**src/rtl/udp_tx_arb_pkg.sv**
```systemverilog
// Shared types and constants for the UDP transmit arbiter.
package udp_tx_arb_pkg;

   typedef enum logic [3:0] {
      IDLE    = 4'd0,
      GRANT   = 4'd1,
      HDR0    = 4'd2,
      HDR1    = 4'd3,
      CHECK   = 4'd4,
      SEND_H0 = 4'd5,
      SEND_H1 = 4'd6,
      PAYLOAD = 4'd7,
      DRAIN   = 4'd8
   } state_e;

   localparam int MAX_LEN_DEF = 1472;

   // The length header travels low byte first.
   localparam int HDR_LO_SHIFT = 0;
   localparam int HDR_HI_SHIFT = 8;

   function automatic logic [15:0] hdr_len(input logic [7:0] lo, input logic [7:0] hi);
      return (16'(lo) << HDR_LO_SHIFT) | (16'(hi) << HDR_HI_SHIFT);
   endfunction

   function automatic logic len_illegal(input logic [15:0] len, input logic [15:0] max_len);
      return (len == 16'd0) || (len > max_len);
   endfunction

endpackage

```
**src/rtl/udp_tx_arbiter_rr_pick.sv**
```systemverilog
// Combinational round-robin picker: one-hot winner and its index.
module rr_pick #(
   parameter int N  = 2,
   parameter int IW = 1
) (
   input  logic [N-1:0]  req_i,
   input  logic [IW-1:0] last_i,
   output logic [N-1:0]  pick_oh_o,
   output logic [IW-1:0] pick_idx_o
);

   int unsigned cand_s;
   logic        found_s;

   // Scan starts one past the previous owner so every source gets a turn.
   always_comb begin
      pick_oh_o  = '0;
      pick_idx_o = '0;
      found_s    = 1'b0;
      cand_s     = 0;
      for (int k = 1; k <= N; k++) begin
         cand_s = (int'(last_i) + k) % N;
         if (!found_s && req_i[IW'(cand_s)]) begin
            found_s                   = 1'b1;
            pick_oh_o[IW'(cand_s)]    = 1'b1;
            pick_idx_o                = IW'(cand_s);
         end else begin
            found_s = found_s;
         end
      end
   end

endmodule

```
**src/rtl/udp_tx_arbiter.sv**
```systemverilog
// Frame-level round-robin arbiter feeding the single adaptive_udp transmit
// stream; validates the length header and repairs or drops malformed frames.
module udp_tx_arbiter
   import udp_tx_arb_pkg::*;
#(
   parameter int N_SRC   = 2,
   parameter int MAX_LEN = MAX_LEN_DEF,
   parameter int CNT_W   = 16
) (
   input  logic                 dri_clk,
   input  logic                 sys_rst,
   input  logic [N_SRC*8-1:0]   s_tdata,
   input  logic [N_SRC-1:0]     s_tvalid,
   input  logic [N_SRC-1:0]     s_tlast,
   output logic [N_SRC-1:0]     s_tready,
   output logic [7:0]           tx_data,
   output logic                 tx_tvalid,
   output logic                 tx_tlast,
   input  logic                 tx_req,
   output logic [N_SRC-1:0]     grant,
   output logic                 busy,
   output logic                 err_len,
   output logic                 err_short,
   output logic                 err_long,
   output logic [CNT_W-1:0]     drop_cnt
);

   localparam int IW = (N_SRC > 1) ? $clog2(N_SRC) : 1;

   state_e             state_q, state_d;
   logic [N_SRC-1:0]   grant_q, grant_d;
   logic [IW-1:0]      gidx_q, gidx_d;
   logic [IW-1:0]      last_q, last_d;
   logic [7:0]         len_lo_q, len_lo_d;
   logic [7:0]         len_hi_q, len_hi_d;
   logic [15:0]        rem_q, rem_d;
   logic               err_len_q, err_len_d;
   logic               err_short_q, err_short_d;
   logic               err_long_q, err_long_d;
   logic [CNT_W-1:0]   drop_q, drop_d;
   logic               drop_inc_s;
   logic [N_SRC-1:0]   pick_oh_s;
   logic [IW-1:0]      pick_idx_s;
   logic [7:0]         g_data_s;
   logic               g_valid_s;
   logic               g_last_s;

   rr_pick #(.N(N_SRC), .IW(IW)) u_rr_pick (
      .req_i      (s_tvalid),
      .last_i     (last_q),
      .pick_oh_o  (pick_oh_s),
      .pick_idx_o (pick_idx_s)
   );

   assign g_data_s  = s_tdata[{gidx_q, 3'b000} +: 8];
   assign g_valid_s = s_tvalid[gidx_q];
   assign g_last_s  = s_tlast[gidx_q];

   // Next-state, source ready and downstream stream for the current frame.
   always_comb begin
      state_d     = state_q;
      grant_d     = grant_q;
      gidx_d      = gidx_q;
      last_d      = last_q;
      len_lo_d    = len_lo_q;
      len_hi_d    = len_hi_q;
      rem_d       = rem_q;
      err_len_d   = 1'b0;
      err_short_d = 1'b0;
      err_long_d  = 1'b0;
      drop_inc_s  = 1'b0;
      s_tready    = '0;
      tx_data     = 8'h00;
      tx_tvalid   = 1'b0;
      tx_tlast    = 1'b0;
      case (state_q)
         IDLE: begin
            if (|s_tvalid) begin
               grant_d = pick_oh_s;
               gidx_d  = pick_idx_s;
               state_d = GRANT;
            end else begin
               state_d = IDLE;
            end
         end
         GRANT: state_d = HDR0;
         HDR0: begin
            s_tready = grant_q;
            if (g_valid_s) begin
               len_lo_d = g_data_s;
               if (g_last_s) begin
                  err_len_d  = 1'b1;
                  drop_inc_s = 1'b1;
                  state_d    = IDLE;
               end else begin
                  state_d = HDR1;
               end
            end else begin
               state_d = HDR0;
            end
         end
         HDR1: begin
            s_tready = grant_q;
            if (g_valid_s) begin
               len_hi_d = g_data_s;
               if (g_last_s) begin
                  err_len_d  = 1'b1;
                  drop_inc_s = 1'b1;
                  state_d    = IDLE;
               end else begin
                  state_d = CHECK;
               end
            end else begin
               state_d = HDR1;
            end
         end
         CHECK: begin
            if (len_illegal(hdr_len(len_lo_q, len_hi_q), 16'(MAX_LEN))) begin
               err_len_d  = 1'b1;
               drop_inc_s = 1'b1;
               state_d    = DRAIN;
            end else begin
               rem_d   = hdr_len(len_lo_q, len_hi_q);
               state_d = SEND_H0;
            end
         end
         SEND_H0: begin
            tx_tvalid = 1'b1;
            tx_data   = len_lo_q;
            state_d   = tx_req ? SEND_H1 : SEND_H0;
         end
         SEND_H1: begin
            tx_tvalid = 1'b1;
            tx_data   = len_hi_q;
            state_d   = tx_req ? PAYLOAD : SEND_H1;
         end
         PAYLOAD: begin
            // Zero-latency pass-through; tlast is forced once the header count runs out.
            tx_data   = g_data_s;
            tx_tvalid = g_valid_s;
            tx_tlast  = g_valid_s & ((rem_q == 16'd1) | g_last_s);
            s_tready  = grant_q & {N_SRC{tx_req}};
            if (g_valid_s && tx_req) begin
               rem_d = rem_q - 16'd1;
               if (rem_q == 16'd1) begin
                  if (g_last_s) begin
                     state_d = IDLE;
                  end else begin
                     err_long_d = 1'b1;
                     state_d    = DRAIN;
                  end
               end else if (g_last_s) begin
                  err_short_d = 1'b1;
                  state_d     = IDLE;
               end else begin
                  state_d = PAYLOAD;
               end
            end else begin
               state_d = PAYLOAD;
            end
         end
         DRAIN: begin
            s_tready = grant_q;
            state_d  = (g_valid_s && g_last_s) ? IDLE : DRAIN;
         end
         default: state_d = IDLE;
      endcase

      if (state_d == IDLE && state_q != IDLE) begin
         last_d  = gidx_q;
         grant_d = '0;
      end else begin
         last_d = last_d;
      end

      if (drop_inc_s && (drop_q != {CNT_W{1'b1}})) begin
         drop_d = drop_q + CNT_W'(1);
      end else begin
         drop_d = drop_q;
      end
   end

   // State and bookkeeping registers.
   always_ff @(posedge dri_clk) begin
      if (sys_rst) begin
         state_q     <= IDLE;
         grant_q     <= '0;
         gidx_q      <= '0;
         last_q      <= '0;
         len_lo_q    <= 8'h00;
         len_hi_q    <= 8'h00;
         rem_q       <= 16'd0;
         err_len_q   <= 1'b0;
         err_short_q <= 1'b0;
         err_long_q  <= 1'b0;
         drop_q      <= '0;
      end else begin
         state_q     <= state_d;
         grant_q     <= grant_d;
         gidx_q      <= gidx_d;
         last_q      <= last_d;
         len_lo_q    <= len_lo_d;
         len_hi_q    <= len_hi_d;
         rem_q       <= rem_d;
         err_len_q   <= err_len_d;
         err_short_q <= err_short_d;
         err_long_q  <= err_long_d;
         drop_q      <= drop_d;
      end
   end

   assign grant     = grant_q;
   assign busy      = (state_q != IDLE);
   assign err_len   = err_len_q;
   assign err_short = err_short_q;
   assign err_long  = err_long_q;
   assign drop_cnt  = drop_q;

endmodule

```
**config.mk**
```make
export PLATFORM = sky130hd
export DESIGN_NAME = udp_tx_arbiter
export DESIGN_NICKNAME = d
export VERILOG_FILES = /design/src/rtl/udp_tx_arb_pkg.sv /design/src/rtl/udp_tx_arbiter_rr_pick.sv /design/src/rtl/udp_tx_arbiter.sv
export SDC_FILE = /design/constraint.sdc
export NUM_CORES = 1
export LEC_CHECK = 0
export CORE_ASPECT_RATIO = 0.5
export CORE_MARGIN = 5
export CORE_UTILIZATION = 58
export CTS_BUF_LIST = sky130_fd_sc_hd__clkbuf_16
export CTS_CLUSTER_SIZE = 14
export DETAILED_ROUTE_END_ITERATION = 8
export PLACE_DENSITY_LB_ADDON = 0.12
export SYNTH_ARGS = -nofsm -noshare
export SYNTH_HDL_FRONTEND = slang
export SYNTH_SLANG_ARGS = --single-unit
export TNS_END_PERCENT = 5
```
**constraint.sdc**
```tcl
create_clock -name dri_clk -period 4.6 [get_ports dri_clk]
set_input_delay 0.69 -clock dri_clk [delete_from_list [all_inputs] [get_ports dri_clk]]
set_output_delay 0.69 -clock dri_clk [all_outputs]
set_load 0.1 [all_outputs]
```
* Word level (Yosys, flattened, before mapping)
Index checks and enable logic that the tools add are counted.
** Operators by class
- Reduce and logical (&&, ||, !) cells :: 25
- Shift-type cells :: 1
- Mux-type cells :: 43
- Equality and inequality tests :: 12
- Bitwise gates (word level) :: 8
- Add/subtract/negate cells :: 4
- Magnitude comparators :: 6
** Operator list (count)
- 4-bit case mux with 9 select lines :: 1
- 16-bit 2-to-1 mux :: 2
- 16-bit case mux with 2 select lines :: 1
- 4-bit 2-to-1 mux :: 7
- 8-bit case mux with 3 select lines :: 1
- 1-bit 2-to-1 mux :: 20
- 16-bit by 1-bit adder with 16-bit output, second input constant :: 1
- 16-bit by 1-bit equality test with 1-bit output, second input constant :: 1
- 4-bit by 3-bit equality test with 1-bit output, second input constant :: 4
- 16-bit by 11-bit greater-than comparator with 1-bit output, second input constant :: 1
- 16-bit logical NOT :: 1
- 16-bit inequality test, second input constant :: 1
- 8-bit by 16-bit OR with 16-bit output :: 1
- 16-bit by 5-bit indexed part select with 8-bit output :: 1
- 16-bit by 1-bit subtractor with 16-bit output, second input constant :: 1
- 4-bit by 2-bit equality test with 1-bit output, second input constant :: 2
- 4-bit logical NOT :: 2
- 2-bit 2-to-1 mux :: 4
- 2-bit OR reduction :: 4
- 4-bit OR reduction :: 2
- 1-bit logical AND :: 7
- 1-bit by 2-bit < comparator with 1-bit output, second input constant :: 3
- 3-bit 2-to-1 mux :: 2
- 2-bit AND reduction :: 3
- other kinds (19) :: 26
** Word-level totals
- Output and inout bits :: 34
- Input port bits :: 23
- Bits in registers :: 59
- Word-level logic and storage cells :: 110

* Logic depth before layout (Yosys ltp)
- Depth in word-level cells :: 9
- Gate-level depth with buffers :: 9
- Gate-level depth less buffers :: 8

* Cells and area by module
A second synthesis with hierarchy kept.
** Unflattened totals
- Cell total of the unflattened synthesis :: 458
- Area total of the unflattened synthesis :: 3413.3 um^2
** Modules (own cells, without submodules)
- udp_tx_arbiter :: times used 1, cells each 454, seq. area each 1181.1 um^2, area an instance 3387.0 um^2
- rr_pick :: times used 1, cells each 4, seq. area each 0.0 um^2, area an instance 26.3 um^2

* Worst setup path after synthesis
Ideal clock, no wire load.
- Path kind :: input port to output port
- Start point :: input s_tvalid[1]
- End point :: output tx_tvalid
- Arrival time :: 3280 ps
- Path slack :: 630 ps
- Path buffers :: 1
- Required time :: 3910 ps
- Stages on the path :: 4
- Cells stage by stage :: clkbuf_2 -> mux2_2 -> nor3_1 -> a211oi_1
** Between the ends
- Word-level cells in the longest chain between the ends :: 3
** RTL lines
- start: declaration :: line udp_tx_arbiter.sv:13 : input logic [N_SRC-1:0] s_tvalid,
- 1-bit 2-to-1 mux (not written as such) (2 in series) :: line udp_tx_arbiter.sv:56 : assign g_valid_s = s_tvalid[gidx_q];
- 1-bit case mux with 2 select lines :: line udp_tx_arbiter.sv:76 : case (state_q)
- end: declaration :: line udp_tx_arbiter.sv:17 : output logic tx_tvalid,
Every way passes these cells. The select of a mux whose other input is x is not followed.

* Worst setup path in the final report
- Start point :: register state_q[1]
- End point :: output busy
** Between the ends
- Word-level cells in the longest chain between the ends :: 1
** RTL lines
- start: declaration :: line udp_tx_arbiter.sv:30 : state_e state_q, state_d;
- start signal: assignment :: line udp_tx_arbiter.sv:198 : state_q <= state_d;
- 4-bit nonzero test :: line udp_tx_arbiter.sv:213 : assign busy = (state_q != IDLE);
- end: declaration :: line udp_tx_arbiter.sv:21 : output logic busy,
Every way passes these cells.

==> results.json <==
{
  "status": "finished, final reports clean",
  "finalSetupTns_ps": 0,
  "postSynthAreaPerCell_um2": 7.70,
  "synth-simple-area-share": 0.285,
  "yosysMostFrequentCell": "nor2_1",
  "die_w_um": 120,
  "insertion_delay_ps": 320,
  "rsz0062_at_grt": "no",
  "yosysUniqueCellTypes": 59,
  "synth_adder_area_share": 0.0108,
  "coreArea_mm2": 0.00566,
  "power_density_mw_per_mm2": 317,
  "grt.total_usage": 0.245,
  "synthTopCellsByCount": "nor2_1, dfxtp_1, a21oi_1",
  "clk_pin_slew_ps": 50,
  "finalSetupViolations": 0,
  "post_cts_resized": 0,
  "synth_xor_area_frac": 0.0377,
  "place.gp.congestion": 0.924,
  "nets": 515,
  "synth_compound_area_frac": 0.239,
  "power_mw": 1.34,
  "antenna_found_initial": 0,
  "stdcell_count": 566,
  "ys.flop_type": "dfxtp_1",
  "cp_max_fo": 29,
  "cts_tree": "done",
  "end_kind": "output pin",
  "wl_per_cell_um": 16.4,
  "clock-sinks": 59,
  "drt-total-wl_mm": 9.26,
  "worst_pin_slew_ps": 1110,
  "cts_buffers": 9,
  "slew_violations": 0,
  "h-tree-depth": 3,
  "fp.dieH_um": 64.8,
  "netlist_area_mm2": 0.00348,
  "period_needed_ps": 3370,
  "place_ws_ps": 1470,
  "drtAntennaViolNets": 0,
  "synth_nets": 478,
  "rows": 19,
  "holdWs_ps": 495,
  "die_area_mm2": 0.00774,
  "max_freq_ghz": 0.297,
  "muxShareOfSynthArea": 0.0395,
  "dr.pass1.iters": 5,
  "netlist.area_leader.share": 0.339,
  "n_fill_cell": 424,
  "place_area_mm2": 0.00397,
  "ys_warn_count": 0,
  "drt_drc_violations_left": 0,
  "final_cell_area_mm2": 0.00422,
  "fin_skew_ps": 4.98,
  "dpl.cell_count": 551,
  "io_pins": 57,
  "routed_via_density": 6.19,
  "cp.required_ps": 3910,
  "p_leak_nw": 1.40,
  "num_vias": 3506,
  "fin_ws_ps": 1230,
  "start_kind": "flip-flop",
  "hold_viol": 0,
  "grt_pass1_wl_mm": 15.4,
  "peakVddDrop_mv": 0.252,
  "synthTopCellsByArea": "dfxtp_1, nor2_1, a21oi_1, a211oi_1, o21ai_0",
  "drive_above_1_share": 0.0892,
  "synth_cells": 452,
  "postCtsHoldBufs": 0,
  "place.port_buffers": 56,
  "cts_root_buf": "clkbuf_16",
  "cp_data_arrival_time_ps": 2680,
  "area_growth_pct": 21.1,
  "min_period_over_period": 0.732,
  "antenna_cells_inserted": 0,
  "yosysTopAreaCell": "dfxtp_1",
  "start_util": 0.615,
  "first_iter_violations": 403,
  "clock_path_buffers": 2,
  "grt_pass1_vias": 3170,
  "grt_overflow": 0,
  "cts_setup_buffers": 0,
  "grt_max_degree": 63,
  "crit_type": "reg2out",
  "hp-class": "reg2reg",
  "ys_ff_latch": 59,
  "cap_violations": 0,
  "ys_async_sr_fraction": 0,
  "synth_edf_count": 0,
  "dp_hpwl_mm": 6.54,
  "fin_util": 0.745,
  "yosysSeqAreaShare": 0.339,
  "slew_headroom": 0.259,
  "synth_top_family_by_area": "simple AND/OR/NAND/NOR gates"
}
==> state kept, by name, summed over array words and instances (netlist names) <==
register	count
last_q	1
err_len	1
err_long	1
len_lo_q	8
rem_q	16
drop_cnt	16
state_q	4
gidx_q	1
len_hi_q	8
grant	2
err_short	1
==> final timing paths <==
kind | slack, ps | start | depth (start not counted) | to
min reg2reg | 500 | rem_q[1]$_SDFFE_PP0P_ | 2 | rem_q[1]$_SDFFE_PP0P_
max | 1230 | state_q[1]$_SDFF_PP0_ | 3 | busy
min | 500 | rem_q[1]$_SDFFE_PP0P_ | 2 | rem_q[1]$_SDFFE_PP0P_
max reg2reg | 1810 | gidx_q$_SDFFE_PP0P_ | 5 | len_hi_q[4]$_SDFFE_PP0P_
==> power by group <==
group          switching (mW)  leakage [nW]  internal, mW
registers              0.0349         0.477         0.526
logic                   0.136         0.798        0.0757
clock network           0.213         0.129         0.350
total                   0.384          1.40         0.952
==> metal layers <==
metal / share of wire / track usage / wire length [µm] / vias up
met3: 0.086 / 0.0704 / 794 / 12
li1: - / - / - / 1708
met2: 0.47 / 0.405 / 4360 / 169
met4: 0.0098 / 0.0728 / 91 / 0
met1: 0.43 / 0.315 / 4010 / 1617
met5: 0 / 0 / 0 / -
==> logic make-up after synthesis <==
kind of cell | after synthesis
AOI/OAI and AO/OA | 129
buffers and inverters | 39
muxes | 13
and+or+nand+nor | 194
DFF | 59
adders and majority gates | 3
xor gates and xnor gates | 15
==> layout by cell type, fill, tap and decap left out, drive strengths merged, types with 4 or more instances in the layout <==
master	n
nor4	12
nor2b	4
clkdlybuf4s50	43
nor3	14
xnor2	14
clkinv	5
inv	9
buf	14
a211oi	29
nand2	38
a21oi	45
and3	5
nor2	73
mux2i	10
or3	5
dfxtp	59
nand2b	6
nand4	7
o21ai	30
o31ai	4
clkbuf	9
nand3	11
a31oi	4
==> cell type report <==
| type | instances | area, µm² | share of cell area |
|---|---|---|---|
| clock buffers | 9 | 225 | 0.0534 |
| clock inverters | 6 | 25.0 | 0.00593 |
| inverters | 8 | 30.0 | 0.00712 |
| multi-input cells | 354 | 2130 | 0.505 |
| flip-flops and latches | 59 | 1180 | 0.280 |
| well taps | 73 | 91.3 | 0.0217 |
| repair buffers | 57 | 533 | 0.126 |
==> worst max-delay path, cell delays in order (launching register included) <==
cell	delay, ps
dfxtp_1	920
nor4_1	210
inv_1	100
clkdlybuf4s50_1	1130
(Power assumes the default switching activity.)
